<file path="src/rtl/stage_sequencer.sv">
// Multicycle stage sequencer for the ARM core.
//
// Walks one instruction through NUM_STAGES sequential stages, raising one
// stage enable per cycle. Stages can be skipped per instruction, a taken
// branch can jump forward to FLUSH_TARGET, the sequence can stall between
// stages, and the core can be halted at an instruction boundary.
//
// Ports:
//   clk_i                 system clock
//   nreset_i              synchronous reset, active-high despite the name
//   stall_i               hold at the next stage boundary
//   flush_i               branch taken; jump forward to FLUSH_TARGET
//   skip_mask_i           stages to bypass for the current instruction (bit 0 ignored)
//   halt_req_i            stop at the next instruction boundary
//   stage_go_o            one-hot stage clock enable
//   stage_idx_o           current (or held) stage index
//   instr_done_o          one-cycle pulse after an instruction retires
//   halted_o              sequencer is halted
//   retired_count_o       retired instruction count, wraps
//   last_instr_cycles_o   cycle count of the most recently retired instruction
module stage_sequencer #(
    parameter int unsigned NUM_STAGES   = 5,
    parameter int unsigned FLUSH_TARGET = NUM_STAGES - 1,
    parameter int unsigned CNT_W        = 16,
    localparam int unsigned IDX_W       = (NUM_STAGES > 1) ? $clog2(NUM_STAGES) : 1
) (
    input  logic                  clk_i,
    input  logic                  nreset_i,
    input  logic                  stall_i,
    input  logic                  flush_i,
    input  logic [NUM_STAGES-1:0] skip_mask_i,
    input  logic                  halt_req_i,
    output logic [NUM_STAGES-1:0] stage_go_o,
    output logic [IDX_W-1:0]      stage_idx_o,
    output logic                  instr_done_o,
    output logic                  halted_o,
    output logic [CNT_W-1:0]      retired_count_o,
    output logic [CNT_W-1:0]      last_instr_cycles_o
);

    localparam logic [IDX_W-1:0]      FlushIdx = IDX_W'(FLUSH_TARGET);
    localparam logic [IDX_W-1:0]      LastIdx  = IDX_W'(NUM_STAGES - 1);
    localparam logic [NUM_STAGES-1:0] GoStage0 = NUM_STAGES'(1);

    typedef enum logic [1:0] {StStart, StRun, StStall, StHalted} state_e;

    state_e           state_q, state_d;
    logic [IDX_W-1:0] idx_q, idx_d;
    logic             done_q, done_d;
    logic [CNT_W-1:0] retired_q, retired_d;
    logic [CNT_W-1:0] last_q, last_d;
    logic [CNT_W-1:0] cyc_q, cyc_d;

    logic [IDX_W-1:0] skip_next;
    logic             skip_found;
    logic             do_flush;
    logic             retire;
    logic [CNT_W-1:0] cyc_inc;

    // Fetch always runs, so its skip bit has no meaning.
    logic unused_skip0;
    assign unused_skip0 = skip_mask_i[0];

    always_comb begin
        // Lowest non-skipped stage above the current one; scanning downward
        // lets the last hit win.
        skip_next  = '0;
        skip_found = 1'b0;
        for (int j = NUM_STAGES - 1; j >= 1; j--) begin
            if ((IDX_W'(j) > idx_q) && !skip_mask_i[j]) begin
                skip_found = 1'b1;
                skip_next  = IDX_W'(j);
            end
        end

        // A flush can only move forward; otherwise it is dropped.
        do_flush = flush_i && (FlushIdx > idx_q);
        retire   = !do_flush && (!skip_found || (idx_q == LastIdx));
        cyc_inc  = (cyc_q == '1) ? cyc_q : cyc_q + CNT_W'(1);

        state_d   = state_q;
        idx_d     = idx_q;
        done_d    = 1'b0;
        retired_d = retired_q;
        last_d    = last_q;
        cyc_d     = cyc_q;

        case (state_q)
            StStart: begin
                state_d = StRun;
                idx_d   = '0;
            end
            StRun: begin
                if (retire) begin
                    retired_d = retired_q + CNT_W'(1);
                    last_d    = cyc_q + CNT_W'(1);
                    cyc_d     = '0;
                    done_d    = 1'b1;
                    idx_d     = '0;
                    // Halt wins over stall at a retire boundary.
                    state_d   = halt_req_i ? StHalted : StRun;
                end else begin
                    cyc_d   = cyc_inc;
                    idx_d   = do_flush ? FlushIdx : skip_next;
                    state_d = stall_i ? StStall : StRun;
                end
            end
            StStall: begin
                cyc_d = cyc_inc;
                if (!stall_i) begin
                    state_d = StRun;
                end
            end
            StHalted: begin
                idx_d = '0;
                if (!halt_req_i) begin
                    state_d = StRun;
                end
            end
            default: begin
                state_d = StStart;
                idx_d   = '0;
            end
        endcase
    end

    always_ff @(posedge clk_i) begin
        if (nreset_i) begin
            state_q   <= StStart;
            idx_q     <= '0;
            done_q    <= 1'b0;
            retired_q <= '0;
            last_q    <= '0;
            cyc_q     <= '0;
        end else begin
            state_q   <= state_d;
            idx_q     <= idx_d;
            done_q    <= done_d;
            retired_q <= retired_d;
            last_q    <= last_d;
            cyc_q     <= cyc_d;
        end
    end

    // Decoded from registers only; no input reaches an output combinationally.
    assign stage_go_o          = (state_q == StRun) ? (GoStage0 << idx_q) : '0;
    assign stage_idx_o         = idx_q;
    assign instr_done_o        = done_q;
    assign halted_o            = (state_q == StHalted);
    assign retired_count_o     = retired_q;
    assign last_instr_cycles_o = last_q;

endmodule

</file>
<file path="config.mk">
export PLATFORM = sky130hd
export DESIGN_NAME = stage_sequencer
export DESIGN_NICKNAME = d
export VERILOG_FILES = /design/src/rtl/stage_sequencer.sv
export SDC_FILE = /design/constraint.sdc
export NUM_CORES = 1
export LEC_CHECK = 0
export CORE_MARGIN = 2
export CORE_UTILIZATION = 40
export DETAILED_ROUTE_END_ITERATION = 6
export DONT_BUFFER_PORTS = 1
export PLACE_DENSITY = 0.6
export REMOVE_ABC_BUFFERS = 1
export SYNTH_ARGS = -nofsm -noshare
export SYNTH_HDL_FRONTEND = slang
export SYNTH_SLANG_ARGS = --single-unit
</file>
<file path="constraint.sdc">
create_clock -name clk_i -period 5.1 [get_ports clk_i]
set_input_delay 1.275 -clock clk_i [delete_from_list [all_inputs] [get_ports clk_i]]
set_output_delay 1.275 -clock clk_i [all_outputs]
set_load 0.02 [all_outputs]
</file>
==> results of run 1 <==
==> path summary, 6_finish.rpt <==
check / startpoint / cells after the start / slack [ns] / to
worst max register to register: stage_idx_o[1]$_SDFFE_PP0P_ / 6 / 2.55 / last_instr_cycles_o[9]$_SDFFE_PP0P_
worst min-delay path: cyc_q[6]$_SDFFE_PP0P_ / 2 / 0.51 / cyc_q[6]$_SDFFE_PP0P_
worst max-delay path: state_q[1]$_SDFFE_PP0P_ / 4 / 1.93 / stage_go_o[0]
worst min register to register: cyc_q[6]$_SDFFE_PP0P_ / 2 / 0.51 / cyc_q[6]$_SDFFE_PP0P_
==> state kept, by name, summed over array words and instances (netlist names) <==
signal,flops
stage_idx_o,3
state_q,2
instr_done_o,1
cyc_q,16
last_instr_cycles_o,16
retired_count_o,16
==> logic make-up (layout without fill, tap and decap cells) <==
logic type | count (synthesis) | in the layout
AND/OR/NAND/NOR | 153 | 153
buffers and inverters | 34 | 15
multiplexers | 3 | 3
XOR/XNOR | 27 | 27
flip-flops | 54 | 54
AO/OA/AOI/OAI | 67 | 67
adder cells (fa/ha/maj) | 6 | 6
==> layer usage <==
| metal | track usage | vias to the layer above | share of wire |
|---|---|---|---|
| met5 | 0 | - | 0 |
| met4 | 0.06612 | 0 | 0.014 |
| met3 | 0.04241 | 8 | 0.060 |
| met2 | 0.2872 | 75 | 0.47 |
| met1 | 0.2093 | 1114 | 0.46 |
| li1 | - | 1196 | - |
==> worst max-delay path: stages (launching register included) <==
cell and delay [ns]:
dfxtp_1 0.35, inv_1 0.08, ha_1 0.30, nor2b_1 0.26
nor3b_1 0.60
==> power groups by stage <==
stage	clock (mW)	combinational, mW	sequential, mW
2_1_floorplan	0	0.0447	0.451
6_report	0.248	0.0569	0.444
5_1_grt	0.272	0.0648	0.446
3_5_place_dp	0	0.0572	0.454
3_3_place_gp	0	0.0560	0.453
4_1_cts	0.258	0.0572	0.444
==> final cells by class <==
class | instances | area (um^2)
clock buffer | 7 | 86.33
clock inverter | 1 | 5.005
tap | 96 | 120.1
sequential | 54 | 1081
fill | 743 | 3914
inverter | 6 | 22.52
timing repair buffer | 1 | 7.507
multi-input combinational | 256 | 1595
==> per-stage QoR <==
stage                       util  setup WS [ns]
after floorplan                -          1.891
after global routing      0.4271          1.768
after global placement    0.4137          2.003
final                     0.4271          1.927
after detailed placement  0.4137          1.948
after CTS                 0.4271          1.906
==> cell usage in the layout, fill, tap and decap left out, types with 6 or more instances in the layout <==
cell,Yosys,routed
nand4_1,9,9
ha_1,6,6
xnor2_1,21,21
o21ai_0,6,6
nor2_1,41,40
inv_1,6,6
and4_1,6,6
a21oi_1,21,21
nor3_1,14,14
nor4_1,6,6
and3_1,7,7
xor2_1,6,6
nand3_1,17,17
nand2_1,29,29
a31oi_1,8,8
a211oi_1,15,15
clkbuf_8,0,6
dfxtp_1,54,54
==> impl_metrics.env, run 1 <==
export IMPL_post_route_min_period_ns=3.173
export IMPL_antenna_found_initial=0
export IMPL_die_x_um=88.12
export IMPL_synth_top_cell_by_area="dfxtp_1"
export IMPL_hold_viol_final=0
export IMPL_grt_max_degree=51
export IMPL_hold_buffers=0
export IMPL_vias=2393
export IMPL_fin_total_pwr_mw=0.7487
export IMPL_setup_viol=0
export IMPL_crit_type="register to primary output"
export IMPL_avgSynthCellArea_um2=8.227
export IMPL_drc_errors=0
export IMPL_numCtsBuffers=5
export IMPL_p_sw_mw=0.1920
export IMPL_cts_resized=0
export IMPL_p_leak_nw=0.8733
export IMPL_slew_headroom=0.4534
export IMPL_status="completed"
export IMPL_dp_hpwl_um=4323
export IMPL_synth_top_area_frac=0.3820
export IMPL_layout_nets=340
export IMPL_seq_area_frac_synth=0.3820
export IMPL_cts_root_buf="clkbuf_8"
export IMPL_netlist_area_um2=2830
export IMPL_syn_to_final_growth_pct=3.095
export IMPL_clock_skew_ns=0.009979
export IMPL_synthXorXnorAreaFrac=0.08355
export IMPL_syn_inst=344
export IMPL_internal_power_mw=0.5568
export IMPL_fin_crit_sh=0.6222
export IMPL_drive_gt1_frac=0.06462
export IMPL_whs_ns=0.5105
export IMPL_track_usage=0.1703
export IMPL_routabilityCongestion=0.8691
export IMPL_h_tree_depth=2
export IMPL_cts_buffer_depth=2
export IMPL_wl_um=6291
export IMPL_yosysWarnings=0
export IMPL_pwr_share_comb=0.076
export IMPL_max_freq_mhz=315.1
export IMPL_worstSetupStartpointType="register"
export IMPL_p_per_area_nw_per_um2=256.6
export IMPL_worstMarginPinSlew_ns=0.8199
export IMPL_num_rows=30
export IMPL_max_cap_violations=0
export IMPL_ir_worst_vdd_v=0.00009804
export IMPL_cp_end_kind="primary output"
export IMPL_clock_sinks=54
export IMPL_cp_required_ns=3.83
export IMPL_clk_latency_ns=0.31
export IMPL_clk_pin_slew_ns=0.09
export IMPL_synth_compound_area_frac=0.1592
export IMPL_io_pins=52
export IMPL_final_cells=421
export IMPL_dieArea_um2=7764
export IMPL_antenna_diode_count=0
export IMPL_ys_types=49
export IMPL_grt_first_pass_wirelength_um=10590
export IMPL_cts_setup_buffers=0
export IMPL_synth_flop_cell="dfxtp_1"
export IMPL_design_area_um2=2918
export IMPL_core_area_um2=6832
export IMPL_arrival_ns=1.90
export IMPL_grt_pass1_vias=2282
export IMPL_path_max_fanout=7
export IMPL_synthAdderAreaFrac=0.02653
export IMPL_first_pass_iters=4
export IMPL_switching_share=0.2564
export IMPL_routedWlPerCell_um=14.94
export IMPL_synthSimpleGateAreaFrac=0.2825
export IMPL_synthTopCellsByCount="dfxtp_1, nor2_1, nand2_1"
export IMPL_start_util=0.4143
export IMPL_synth_edff_count=0
export IMPL_portBuffers=0
export IMPL_synthMuxAreaShare=0.01105
export IMPL_final_max_slew_viol_count=0
export IMPL_via_per_inst=5.684
export IMPL_die_h_um=88.12
export IMPL_synth_area_leaders="dfxtp_1, xnor2_1, nor2_1"
export IMPL_place_area_um2=2826
export IMPL_synthArstFlopShare=0
export IMPL_final_setup_tns_ns=0
export IMPL_rsz0062_at_grt="false"
export IMPL_synth_most_common_cell="dfxtp_1"
export IMPL_synth_top_family_by_area="simple AND/OR/NAND/NOR gates"
export IMPL_placedCellCount=413
export IMPL_dr_first_iter_drc_count=154
export IMPL_synth_seq_cells=54
export IMPL_clkPwrFrac=0.331
export IMPL_overflow=0
export IMPL_cts_tree="yes"
export IMPL_holdCritPathClass="register to register"
export IMPL_pwr_share_seq=0.593
export IMPL_antenna_left=0
Note: power is estimated with default switching activity, not from simulation.
==> inputs of run 2 (changes only) <==
==> constraint.sdc (replaced) <==
create_clock -name clk_i -period 3 [get_ports clk_i]
set_input_delay 0.75 -clock clk_i [delete_from_list [all_inputs] [get_ports clk_i]]
set_output_delay 0.75 -clock clk_i [all_outputs]
set_load 0.02 [all_outputs]
==> impl_metrics.env, run 2 (synthesis results as in run 1) <==
export IMPL_status="completed"
export IMPL_pwr_share_comb=0.073
export IMPL_clkPwrFrac=0.363
export IMPL_cp_end_kind="primary output"
export IMPL_cts_tree="yes"
export IMPL_final_setup_tns_ns=0
export IMPL_wl_um=6240
export IMPL_ir_worst_vdd_v=0.0001720
export IMPL_min_delay_start="nreset_i"
export IMPL_path_max_fanout=7
export IMPL_cts_resized=0
export IMPL_setup_viol=0
export IMPL_routedWlPerCell_um=14.79
export IMPL_dr_first_iter_drc_count=154
export IMPL_rr_startpoint="stage_idx_o[1]$_SDFFE_PP0P_"
export IMPL_p_sw_mw=0.3270
export IMPL_layout_nets=341
export IMPL_worstSetupStartpointType="register"
export IMPL_cts_root_buf="clkbuf_8"
export IMPL_h_tree_depth=2
export IMPL_clock_sinks=54
export IMPL_worstMarginPinSlew_ns=0.8122
export IMPL_dp_hpwl_um=4312
export IMPL_arrival_ns=1.86
export IMPL_rsz0062_at_grt="false"
export IMPL_antenna_left=0
export IMPL_portBuffers=0
export IMPL_holdCritPathClass="input pin to register"
export IMPL_post_route_min_period_ns=2.611
export IMPL_io_pins=52
export IMPL_internal_power_mw=1.011
export IMPL_antenna_diode_count=0
export IMPL_core_area_um2=6832
export IMPL_overflow=0
export IMPL_pwr_share_seq=0.563
export IMPL_drc_errors=0
export IMPL_crit_slowest_cell="nor3b_1"
export IMPL_cts_buffer_depth=2
export IMPL_vias=2384
export IMPL_placedCellCount=414
export IMPL_start_util=0.4143
export IMPL_clk_pin_slew_ns=0.09
export IMPL_p_per_area_nw_per_um2=455.2
export IMPL_crit_type="register to primary output"
export IMPL_cpPeakStageDelay_ns=0.58
export IMPL_crit_chain="inv_1 > ha_1 > nor2b_1 > nor3b_1"
export IMPL_track_usage=0.1689
export IMPL_crit_path_start="state_q[1]$_SDFFE_PP0P_"
export IMPL_grt_max_degree=51
export IMPL_max_cap_violations=0
export IMPL_hold_viol_final=0
export IMPL_max_freq_mhz=383.0
export IMPL_die_h_um=88.12
export IMPL_num_rows=30
export IMPL_clk_latency_ns=0.31
export IMPL_dieArea_um2=7764
export IMPL_whs_ns=0.5071
export IMPL_mostFrequentLayoutCells="dfxtp_1, nor2_1, nand2_1"
export IMPL_cts_setup_buffers=0
export IMPL_clock_skew_ns=0.01104
export IMPL_final_max_slew_viol_count=0
export IMPL_hold_buffers=0
export IMPL_slew_headroom=0.4585
export IMPL_fin_crit_sh=0.8704
export IMPL_r2r_setup_slack_ns=0.71
export IMPL_cp_required_ns=2.25
export IMPL_routabilityCongestion=0.8709
export IMPL_switching_share=0.2443
export IMPL_via_per_inst=5.649
export IMPL_final_cells=422
export IMPL_numCtsBuffers=5
export IMPL_syn_to_final_growth_pct=3.890
export IMPL_antenna_found_initial=0
export IMPL_die_x_um=88.12
export IMPL_first_pass_iters=4
export IMPL_p_leak_nw=0.8818
export IMPL_drive_gt1_frac=0.06442
export IMPL_layout_commonest_cell="dfxtp_1"
export IMPL_grt_pass1_vias=2194
export IMPL_grt_first_pass_wirelength_um=10610
==> run 2: changes by cell type in the layout (fill, tap and decap cells not counted), sizes merged <==
cell | before | now
buf | 1 | 2
bufinv | 0 | 1
clkinv | 1 | 0
==> run 2: final timing paths <==
check,endpoint,cells past startpoint
worst max-delay path,stage_go_o[0],4
worst min-delay path,retired_count_o[3]$_SDFFE_PP0P_,1
worst max register to register,last_instr_cycles_o[2]$_SDFFE_PP0P_,7
worst min register to register,cyc_q[6]$_SDFFE_PP0P_,2
==> run 2: layer usage <==
metal,vias up,GRT usage,part of all wire
met5,-,0,0
met1,1113,0.2309,0.48
li1,1200,-,-
met3,5,0.03959,0.052
met2,66,0.2707,0.46
met4,0,0.04132,0.0099
==> run 2: final cells by class <==
type,count,area [um^2]
multi-input combinational,256,1595
clock inverter,1,30.03
fill,726,3891
tap,96,120.1
sequential,54,1081
timing repair buffer,2,15.01
inverter,6,22.52
clock buffer,7,76.32
==> run 2: power by group through the flow <==
stage | logic (mW) | registers, mW | clock network [mW]
detailed placement | 0.0983 | 0.772 | 0
CTS | 0.0988 | 0.755 | 0.496
global placement | 0.0966 | 0.771 | 0
global route | 0.111 | 0.758 | 0.525
finish | 0.0983 | 0.754 | 0.486
floorplan | 0.0761 | 0.767 | 0
==> run 2: critical path: cells and delay by family, from the launching register on <==
kind          cells  cell delay, ns
flops             1            0.35
simple gates      2            0.84
buf+inv           1            0.08
fa+ha+maj         1            0.29
==> run 2: through the flow <==
stage	setup slack (ns)	total power [mW]	cell area (um^2)	utilization
global route	0.2359	1.394	2940	0.4304
floorplan	0.3160	0.8429	2696	-
CTS	0.3759	1.350	2940	0.4304
finish	0.3888	1.338	2940	0.4304
global placement	0.7384	0.8675	2834	0.4148
detailed placement	0.7150	0.8700	2834	0.4148
